[config.mk]
export PLATFORM = sky130hd
export DESIGN_NAME = seq_det_ctrl
export DESIGN_NICKNAME = d
export VERILOG_FILES = /design/src/rtl/seq_det_pkg.sv /design/src/rtl/seq_det_core.sv /design/src/rtl/seq_det_ctrl.sv
export SDC_FILE = /design/constraint.sdc
export NUM_CORES = 1
export LEC_CHECK = 0
export CAP_MARGIN = 5
export CORE_MARGIN = 5
export CORE_UTILIZATION = 50
export DETAILED_ROUTE_END_ITERATION = 10
export GPL_TIMING_DRIVEN = 0
export PLACE_DENSITY = 0.86
export REMOVE_ABC_BUFFERS = 1
export SLEW_MARGIN = 15
export SYNTH_ARGS = -nofsm -noshare
export SYNTH_HDL_FRONTEND = slang
export SYNTH_SLANG_ARGS = --single-unit
[constraint.sdc]
create_clock -name clk -period 2.65 [get_ports clk]
set_input_delay 0.795 -clock clk [delete_from_list [all_inputs] [get_ports clk]]
set_output_delay 0.795 -clock clk [all_outputs]
set_load 0.005 [all_outputs]
[src/rtl/seq_det_pkg.sv]
// seq_det_pkg: shared types and defaults for the programmable serial-pattern
// detection controller.
//   state_t     : controller state encoding {IDLE, RUN, DONE}
//   DEF_PATTERN : pattern loaded at reset (LSB-aligned, 1011)
//   DEF_LEN     : pattern length loaded at reset
//   len_w()     : width of a length field able to hold 0..pat_w
package seq_det_pkg;

  typedef enum logic [1:0] {
    IDLE = 2'd0,
    RUN  = 2'd1,
    DONE = 2'd2
  } state_t;

  localparam logic [7:0] DEF_PATTERN = 8'b0000_1011;
  localparam int         DEF_LEN     = 4;

  // Length field must encode every value from 0 up to and including pat_w.
  function automatic int len_w(input int pat_w);
    return $clog2(pat_w + 1);
  endfunction

endpackage

[src/rtl/seq_det_core.sv]
// seq_det_core: bit history, fill counter and masked comparator.
//   clk, reset   : clock and synchronous active-high reset
//   shift_en     : accept bit_in this cycle
//   bit_in       : serial data bit
//   clear        : empty history and fill (frame start)
//   cfg_pattern  : pattern, LSB-aligned, bit [cfg_len-1] received first
//   cfg_len      : pattern length (1..PAT_W)
//   cfg_overlap  : 1 keeps fill after a hit, 0 restarts the window
//   hit          : combinational; high when the bit being shifted in now
//                  completes the pattern
module seq_det_core
  import seq_det_pkg::*;
#(
  parameter int PAT_W = 8,
  parameter int LEN_W = len_w(PAT_W)
) (
  input  logic             clk,
  input  logic             reset,
  input  logic             shift_en,
  input  logic             bit_in,
  input  logic             clear,
  input  logic [PAT_W-1:0] cfg_pattern,
  input  logic [LEN_W-1:0] cfg_len,
  input  logic             cfg_overlap,
  output logic             hit
);

  logic [PAT_W-1:0] history_r;
  logic [LEN_W-1:0] fill_r;
  logic [PAT_W-1:0] hist_next_s;
  logic [LEN_W-1:0] fill_inc_s;
  logic [PAT_W-1:0] mask_s;
  logic             hit_s;

  // Look-ahead: evaluate the window as it will be after this bit, so the
  // registered match pulse lands in the cycle right after acceptance.
  always_comb begin
    hist_next_s = {history_r[PAT_W-2:0], bit_in};
    if (fill_r == LEN_W'(PAT_W)) begin
      fill_inc_s = fill_r;
    end else begin
      fill_inc_s = fill_r + {{(LEN_W-1){1'b0}}, 1'b1};
    end
    mask_s = {PAT_W{1'b0}};
    for (int i = 0; i < PAT_W; i++) begin
      mask_s[i] = (LEN_W'(i) < cfg_len);
    end
    hit_s = shift_en && (fill_inc_s >= cfg_len) &&
            (((hist_next_s ^ cfg_pattern) & mask_s) == {PAT_W{1'b0}});
  end

  assign hit = hit_s;

  // History and fill registers; a non-overlapping hit empties the window.
  always_ff @(posedge clk) begin
    if (reset) begin
      history_r <= {PAT_W{1'b0}};
      fill_r    <= {LEN_W{1'b0}};
    end else if (clear) begin
      history_r <= {PAT_W{1'b0}};
      fill_r    <= {LEN_W{1'b0}};
    end else if (shift_en) begin
      history_r <= hist_next_s;
      if (hit_s && !cfg_overlap) begin
        fill_r <= {LEN_W{1'b0}};
      end else begin
        fill_r <= fill_inc_s;
      end
    end else begin
      history_r <= history_r;
      fill_r    <= fill_r;
    end
  end

endmodule

[src/rtl/seq_det_ctrl.sv]
// seq_det_ctrl: programmable serial-pattern detection controller.
//   clk, reset        : clock and synchronous active-high reset
//   cfg_we            : config write strobe (IDLE only)
//   cfg_pattern/len/overlap : configuration fields
//   cfg_err           : one-cycle pulse after a rejected write
//   start / busy      : frame start (IDLE only) / high in RUN and DONE
//   bit_valid/bit_in/bit_last/bit_ready : serial bit handshake
//   match             : one-cycle pulse per detected match
//   match_count       : saturating count for the current / last frame
//   done / done_ack   : frame-result handshake
module seq_det_ctrl
  import seq_det_pkg::state_t, seq_det_pkg::IDLE, seq_det_pkg::RUN,
         seq_det_pkg::DONE, seq_det_pkg::len_w;
#(
  parameter int               PAT_W       = 8,
  parameter int               CNT_W       = 8,
  parameter logic [PAT_W-1:0] DEF_PATTERN = PAT_W'(seq_det_pkg::DEF_PATTERN),
  parameter int               DEF_LEN     = seq_det_pkg::DEF_LEN,
  parameter int               LEN_W       = len_w(PAT_W)
) (
  input  logic             clk,
  input  logic             reset,
  input  logic             cfg_we,
  input  logic [PAT_W-1:0] cfg_pattern,
  input  logic [LEN_W-1:0] cfg_len,
  input  logic             cfg_overlap,
  output logic             cfg_err,
  input  logic             start,
  output logic             busy,
  input  logic             bit_valid,
  input  logic             bit_in,
  input  logic             bit_last,
  output logic             bit_ready,
  output logic             match,
  output logic [CNT_W-1:0] match_count,
  output logic             done,
  input  logic             done_ack
);

  state_t           state_r;
  state_t           state_next_s;

  logic [PAT_W-1:0] cfg_pattern_r;
  logic [LEN_W-1:0] cfg_len_r;
  logic             cfg_overlap_r;

  logic             cfg_err_r;
  logic             busy_r;
  logic             ready_r;
  logic             done_r;
  logic             match_r;
  logic [CNT_W-1:0] count_r;

  logic             in_idle_s;
  logic             accept_s;
  logic             start_go_s;
  logic             cfg_legal_s;
  logic             cfg_load_s;
  logic             hit_s;

  // Handshake qualifiers; config and start are only honoured while idle.
  always_comb begin
    in_idle_s   = (state_r == IDLE);
    accept_s    = bit_valid && (state_r == RUN);
    start_go_s  = in_idle_s && start;
    cfg_legal_s = (cfg_len != {LEN_W{1'b0}}) && (cfg_len <= LEN_W'(PAT_W));
    cfg_load_s  = in_idle_s && cfg_we && cfg_legal_s;
  end

  seq_det_core #(
    .PAT_W (PAT_W),
    .LEN_W (LEN_W)
  ) u_core (
    .clk         (clk),
    .reset       (reset),
    .shift_en    (accept_s),
    .bit_in      (bit_in),
    .clear       (start_go_s),
    .cfg_pattern (cfg_pattern_r),
    .cfg_len     (cfg_len_r),
    .cfg_overlap (cfg_overlap_r),
    .hit         (hit_s)
  );

  // FSM state register.
  always_ff @(posedge clk) begin
    if (reset) begin
      state_r <= IDLE;
    end else begin
      state_r <= state_next_s;
    end
  end

  // FSM next-state logic.
  always_comb begin
    state_next_s = state_r;
    case (state_r)
      IDLE: begin
        if (start) begin
          state_next_s = RUN;
        end else begin
          state_next_s = IDLE;
        end
      end
      RUN: begin
        if (accept_s && bit_last) begin
          state_next_s = DONE;
        end else begin
          state_next_s = RUN;
        end
      end
      DONE: begin
        if (done_ack) begin
          state_next_s = IDLE;
        end else begin
          state_next_s = DONE;
        end
      end
      default: begin
        state_next_s = IDLE;
      end
    endcase
  end

  // Configuration registers; a write in the start cycle is seen by that
  // frame because the core reads these registers only from RUN onward.
  always_ff @(posedge clk) begin
    if (reset) begin
      cfg_pattern_r <= DEF_PATTERN;
      cfg_len_r     <= LEN_W'(DEF_LEN);
      cfg_overlap_r <= 1'b1;
      cfg_err_r     <= 1'b0;
    end else begin
      cfg_err_r <= in_idle_s && cfg_we && !cfg_legal_s;
      if (cfg_load_s) begin
        cfg_pattern_r <= cfg_pattern;
        cfg_len_r     <= cfg_len;
        cfg_overlap_r <= cfg_overlap;
      end else begin
        cfg_pattern_r <= cfg_pattern_r;
        cfg_len_r     <= cfg_len_r;
        cfg_overlap_r <= cfg_overlap_r;
      end
    end
  end

  // Registered status outputs, decoded from the next state so they change
  // on the same edge as the state itself.
  always_ff @(posedge clk) begin
    if (reset) begin
      busy_r  <= 1'b0;
      ready_r <= 1'b0;
      done_r  <= 1'b0;
      match_r <= 1'b0;
    end else begin
      busy_r  <= (state_next_s != IDLE);
      ready_r <= (state_next_s == RUN);
      done_r  <= (state_next_s == DONE);
      match_r <= accept_s && hit_s;
    end
  end

  // Saturating match counter, cleared only by a new frame start.
  always_ff @(posedge clk) begin
    if (reset) begin
      count_r <= {CNT_W{1'b0}};
    end else if (start_go_s) begin
      count_r <= {CNT_W{1'b0}};
    end else if (accept_s && hit_s && !(&count_r)) begin
      count_r <= count_r + {{(CNT_W-1){1'b0}}, 1'b1};
    end else begin
      count_r <= count_r;
    end
  end

  assign cfg_err     = cfg_err_r;
  assign busy        = busy_r;
  assign bit_ready   = ready_r;
  assign done        = done_r;
  assign match       = match_r;
  assign match_count = count_r;

endmodule

==> results of run 1 <==
-- state kept, by name, indices dropped and copies added (netlist names) --
signal            flops
bit_ready             1
busy                  1
cfg_err               1
cfg_len_r             4
cfg_overlap_r         1
cfg_pattern_r         8
done                  1
match                 1
match_count           8
state_r               2
u_core.fill_r         4
u_core.history_r      7
-- critical path: cells and delay by family, from the launching register on --
| kind | cells | cell delay [ns] |
|---|---|---|
| fa+ha+maj | 2 | 0.40 |
| buf+inv | 4 | 0.52 |
| simple gates | 3 | 0.31 |
| flops | 1 | 0.37 |
| compound gates | 4 | 0.70 |
| mux | 1 | 0.21 |
-- synthesized netlist by cell type, types with 2 or more instances --
master,n,area (um^2)
a211o_1,5,43.8
a21oi_1,18,90.1
and3_1,4,25.0
buf_2,2,10.0
clkbuf_1,5,18.8
dfxtp_1,39,781
ha_1,7,87.6
inv_1,13,48.8
mux2i_1,8,80.1
nand2_1,19,71.3
nand3_1,11,55.1
nand4_1,3,18.8
nor2_1,19,71.3
nor3_1,6,30.0
nor4_1,2,12.5
o211ai_1,2,15.0
o21ai_0,10,50.1
or3_1,4,25.0
xnor2_1,9,78.8
xor2_1,3,26.3
-- metal layers --
metal | vias up | part of all wire | track usage
met5 | - | 0 | 0
met4 | 0 | 0.016 | 0.0814
met3 | 5 | 0.037 | 0.0270
met2 | 46 | 0.50 | 0.285
met1 | 790 | 0.44 | 0.226
li1 | 832 | - | -
-- layout make-up --
class / instances / area [um^2]
clock buffer: 5 / 68.8
clock inverter: 3 / 43.8
fill: 286 / 1160
inverter: 13 / 48.8
multi-input combinational: 153 / 1020
sequential: 39 / 782
tap: 48 / 60.1
timing repair buffer: 41 / 418
-- logic make-up (layout without fill, tap and decap cells) --
family	Yosys count	count (layout)	share of synthesized area
xor gates and xnor gates	12	12	0.0571
AOI/OAI and AO/OA	47	47	0.166
buffers and inverters	21	62	0.0482
and+or+nand+nor	79	79	0.214
muxes	8	8	0.0435
adders and majority gates	7	7	0.0476
DFF	39	39	0.424
-- through the flow --
step           setup slack (ns)  cells
2_1_floorplan             0.158    205
3_3_place_gp             -0.580    286
3_5_place_dp             -0.607    286
4_1_cts                 0.00735    297
5_1_grt                 -0.0518    302
6_report                0.00365    302
-- report_power, final --
group          switching [mW]  internal [mW]  leakage, nW
clock                   0.218          0.280       0.0581
sequential             0.0167          0.605        0.318
combinational          0.0715         0.0768        0.588
total                   0.307          0.962        0.963
-- path summary, 6_finish.rpt --
kind,endpoint,slack [ns],cells past startpoint
worst max-delay path,match_count[1],0.004,14
worst min-delay path,u_core.history_r[6],0.47,2
worst max register to register,match_count[1],0.004,14
worst min register to register,u_core.history_r[6],0.47,2
-- what timing repair did --
item | in CTS | in global routing
pin swaps | 3 | 3
buffers inserted | 3 | 4
gates resized for setup | 2 | 15
setup endpoints to repair | 19 | 12
cloned | 0 | 1
hold buffers | 0 | 0
==> results.toml, run 1 <==
[status]
outcome = "complete, no violations"

[setup_path]
cp_cell_sequence = "inv_1, ha_1, nand2_2, nand2_1, mux2i_2, ha_2, buf_4, a2111oi_4, a21oi_1, nand4_2, buf_4, clkbuf_16, o211a_1, a31o_2"
critPathLaunchType = "flop"
timing.rr.start = "u_core.fill_r[1]"
cp_common_cell = "buf_4"
worst_path_largest_cell_delay_ns = 0.37
crit_slowest_cell = "dfxtp_1"
path_class = "flop to flop"
worstPathArrival_ns = 2.83
endpoint_kind = "flop"
required_ns = 2.83
cp_max_fo = 8
crit_start = "u_core.fill_r[1]"

[die]
row_count = 22
core_um2 = 3610
dieWidth_um = 70.7
start_util = 0.511
dieArea_um2 = 5000
pin_count = 34
die_y_um = 70.7

[global_route]
antenna_found_initial = 0
grt_pass1_vias = 1521
grt.total_usage = 0.175
grt_max_degree = 22
grt_overflow = 0
grt_first_pass_wirelength_mm = 7.02

[clock_network]
cts.sinks = 39
cts_tree = "built"
cts_buffers = 5
clockBufferDepth = 2
h-tree-depth = 2
clkLatencyLatePin_ns = 0.30
clkTransAtPathRegs_ns = 0.08
cts_root_buffer = "clkbuf_8"

[synth]
syn_area_per_cell_um2 = 8.65
synth_seq_cells = 39
synthDistinctLibCells = 44
synthArstFlopShare = 0
syn-instance-count = 213
synth-warning-count = 0
yosysSeqAreaShare = 0.424
synth_edf_count = 0
syn-cell-area_um2 = 1840
ys.flop_type = "dfxtp_1"

[power]
total_power_mw = 1.27
vdd_drop_max_mv = 0.482
powerDensity_nw_per_um2 = 519
p_leak_nw = 0.963

[sta]
rsz0062_at_grt = "true"
drv_slew = 0
fin_setup_tns_ns = 0
max_freq_mhz = 378
fin_worst_skew_ns = 0.0118
min_period_ns = 2.65
fin_worst_hold_slack_ns = 0.474
tightest_slew_ns = 0.767
finalCritPeriodShare = 0.999
slew_headroom = 0.488
setup_viol = 0
hold_violations = 0

[finish]
layout_commonest_cell = "dfxtp_1"
fin_area_um2 = 2440
layout_common_cells = "38 x dfxtp_1, 32 x clkdlybuf4s50_1, 18 x nand2_1, 18 x a21oi_1, 17 x nor2_1"
drive_gt1_frac = 0.130
fin_util = 0.678
areaGrowthSynthToFinish_pct = 32.7
antenna-diode-count = 0
finalNetCount = 281

[placed_design]
io_buffers = 33
gp_congestion = 0.835
placed_cell_area_um2 = 2190
post-dp-hpwl_mm = 2.79

[flow_run]
drv_cap = 0

[detailed_routing]
vias = 1673
wl_per_cell_um = 14.5
ant_nets = 0
first_pass_iters = 4
viasPerCell = 5.54
drc = 0
drtIter0Drc = 120
routed_wl_mm = 4.36

[min_path]
worst_hold_startpoint = "u_core.history_r[6]"
hold_class = "flop to flop"
Note: power is estimated with default switching activity, not from simulation.
==> run 2: changes to the inputs <==
--- a/config.mk
+++ b/config.mk
@@ -7,10 +7,10 @@
 export LEC_CHECK = 0
 export CAP_MARGIN = 5
 export CORE_MARGIN = 5
-export CORE_UTILIZATION = 50
+export CORE_UTILIZATION = 46
 export DETAILED_ROUTE_END_ITERATION = 10
 export GPL_TIMING_DRIVEN = 0
-export PLACE_DENSITY = 0.86
+export PLACE_DENSITY = 0.83
 export REMOVE_ABC_BUFFERS = 1
 export SLEW_MARGIN = 15
 export SYNTH_ARGS = -nofsm -noshare
==> constraint.sdc (replaced) <==
create_clock -name clk -period 2.3 [get_ports clk]
set_input_delay 0.69 -clock clk [delete_from_list [all_inputs] [get_ports clk]]
set_output_delay 0.69 -clock clk [all_outputs]
set_load 0.005 [all_outputs]
==> run 2 against run 1 <==
- the run now ends with setup timing left
- sequential share of layout area decreased by 0.45 points
- die area is 7.4% higher
- non-clock buffer count up 3
- final cell count grew 1.7%
- worst hold slack better by 0.0016 ns
- count of clock-buffer cells in the layout is the same
- largest cell class unchanged
- via count decreased by 3.9%
- highest routed layer unchanged
- critical path depth down 2
- global-route usage down 0.58 points
==> results.toml, run 2 (synthesized netlist as in run 1, its figures left out) <==
[power]
swShare = 0.257
p_seq_frac = 0.532
vdd_drop_max_mv = 0.473
powerDensity_nw_per_um2 = 542
p_sw_mw = 0.346
p_leak_nw = 0.951
intPower_mw = 1.00
power_frac_clock = 0.331
p_comb_frac = 0.137

[placed_design]
placed_cell_area_um2 = 2190
post-dp-hpwl_mm = 2.71
gp_congestion = 0.807
io_buffers = 33

[clock_network]
h-tree-depth = 2
cts_buffers = 5
clkTransAtPathRegs_ns = 0.07
cts_root_buffer = "clkbuf_8"
cts_hold_buf = 0
cts.sinks = 39
clockBufferDepth = 2
clkLatencyLatePin_ns = 0.30
cts_tree = "built"

[status]
violations = "setup timing"
outcome = "finished, violations left"

[detailed_routing]
ant_nets = 0
drc = 0
viasPerCell = 5.24
drtIter0Drc = 52
vias = 1608
routed_wl_mm = 4.18
wl_per_cell_um = 13.6
first_pass_iters = 4

[finish]
drive_gt1_frac = 0.163
finalNetCount = 284
layout_common_cells = "37 x dfxtp_1, 32 x clkdlybuf4s50_1, 18 x nand2_1"
layout_commonest_cell = "dfxtp_1"
antenna-diode-count = 0
fin_area_um2 = 2480
multiInputGateArea_um2 = 1080
num-fill-cells = 315
areaGrowthSynthToFinish_pct = 34.9
seqCellArea_um2 = 783

[setup_path]
r2r-end = "match_count[5]"
endpoint_kind = "flop"
path_class = "flop to flop"
cp_max_fo = 6
timing.rr.start = "u_core.fill_r[1]"
endpoint = "match_count[5]"
required_ns = 2.52
crit_start = "u_core.fill_r[1]"
worstPathArrival_ns = 2.58
critPathLaunchType = "flop"
worst-r2r-setup-slack_ns = -0.05
worstRegToRegCells = 12

[die]
dieWidth_um = 73.3
core_um2 = 3940
row_count = 23
start_util = 0.467
pin_count = 34
dieArea_um2 = 5370
die_y_um = 73.3

[min_path]
hold_class = "flop to flop"

[sta]
finalCritPeriodShare = 1.02
drv_slew = 0
tightest_slew_ns = 0.816
rsz0062_at_grt = "true"
setup_viol = 7
slew_headroom = 0.456
fin_worst_hold_slack_ns = 0.476
setup_ws_ns = -0.0526
max_freq_mhz = 425
fin_worst_skew_ns = 0.00722
hold_violations = 0
min_period_ns = 2.35

[global_route]
grt_pass1_vias = 1539
antenna_found_initial = 0
grt.total_usage = 0.169
grt_overflow = 0
grt_first_pass_wirelength_mm = 6.94
grt_max_degree = 22

[flow_run]
drv_cap = 0
-- run 2: worst max-delay path, cell delays in order (launching register included) --
cell and delay [ns]:
dfxtp_2 0.35, inv_2 0.05, ha_4 0.15, nand2_2 0.07, nand2_1 0.05, mux2i_1 0.19, ha_2 0.24, o21ai_2 0.06
a221oi_2 0.32, nand4_4 0.19, buf_6 0.18, or3_1 0.30, a21oi_1 0.13
-- run 2: per-layer routing --
| metal | routed length (um) | GRT usage | part of all wire | vias up |
|---|---|---|---|---|
| met3 | 201 | 0.0397 | 0.048 | 7 |
| li1 | - | - | - | 838 |
| met1 | 1890 | 0.208 | 0.45 | 733 |
| met5 | 0 | 0 | 0 | - |
| met2 | 1990 | 0.273 | 0.48 | 30 |
| met4 | 97 | 0.0861 | 0.023 | 0 |
-- run 2: worst min-delay path by stage --
stage / start / endpoint / slack [ns] / depth (start not counted)
2_1_floorplan: cfg_overlap_r / cfg_overlap_r / 0.44 / 1
3_3_place_gp: cfg_overlap_r / cfg_overlap_r / 0.44 / 1
3_5_place_dp: cfg_overlap_r / cfg_overlap_r / 0.45 / 1
4_1_cts: cfg_overlap_r / cfg_overlap_r / 0.47 / 1
5_1_grt: u_core.history_r[6] / u_core.history_r[6] / 0.50 / 2
6_report: u_core.history_r[6] / u_core.history_r[6] / 0.48 / 2
-- run 2: power by group through the flow --
stage	sequential (mW)	combinational, mW	clock, mW
finish	0.717	0.185	0.446
global placement	0.731	0.153	0
detailed placement	0.731	0.156	0
CTS	0.716	0.183	0.456
floorplan	0.728	0.0848	0
global route	0.720	0.202	0.478
-- run 2: per-stage QoR --
stage	util	instances	power (mW)	setup slack (ns)	setup TNS, ns
floorplan	-	205	0.813	-0.192	-0.632
detailed placement	0.557	288	0.888	-0.859	-16.87
finish	0.630	307	1.35	-0.0526	-0.255
CTS	0.625	306	1.36	-0.0305	-0.114
global route	0.630	307	1.40	-0.192	-1.47
global placement	0.557	288	0.884	-0.810	-15.25
-- run 2: timing repair --
| action | 4_1_cts | 5_1_grt |
|---|---|---|
| resized for setup | 27 | 4 |
| setup buffers | 10 | 1 |
| gates cloned | 0 | 0 |
| pin swaps | 22 | 2 |
| setup endpoints to repair | 25 | 21 |
-- run 2: area by class of cell --
cell class,count,area share
clock buffer,5,0.0277
clock inverter,3,0.00605
inverter,13,0.0196
multi-input combinational,153,0.434
sequential,39,0.315
tap,50,0.0252
timing repair buffer,44,0.172
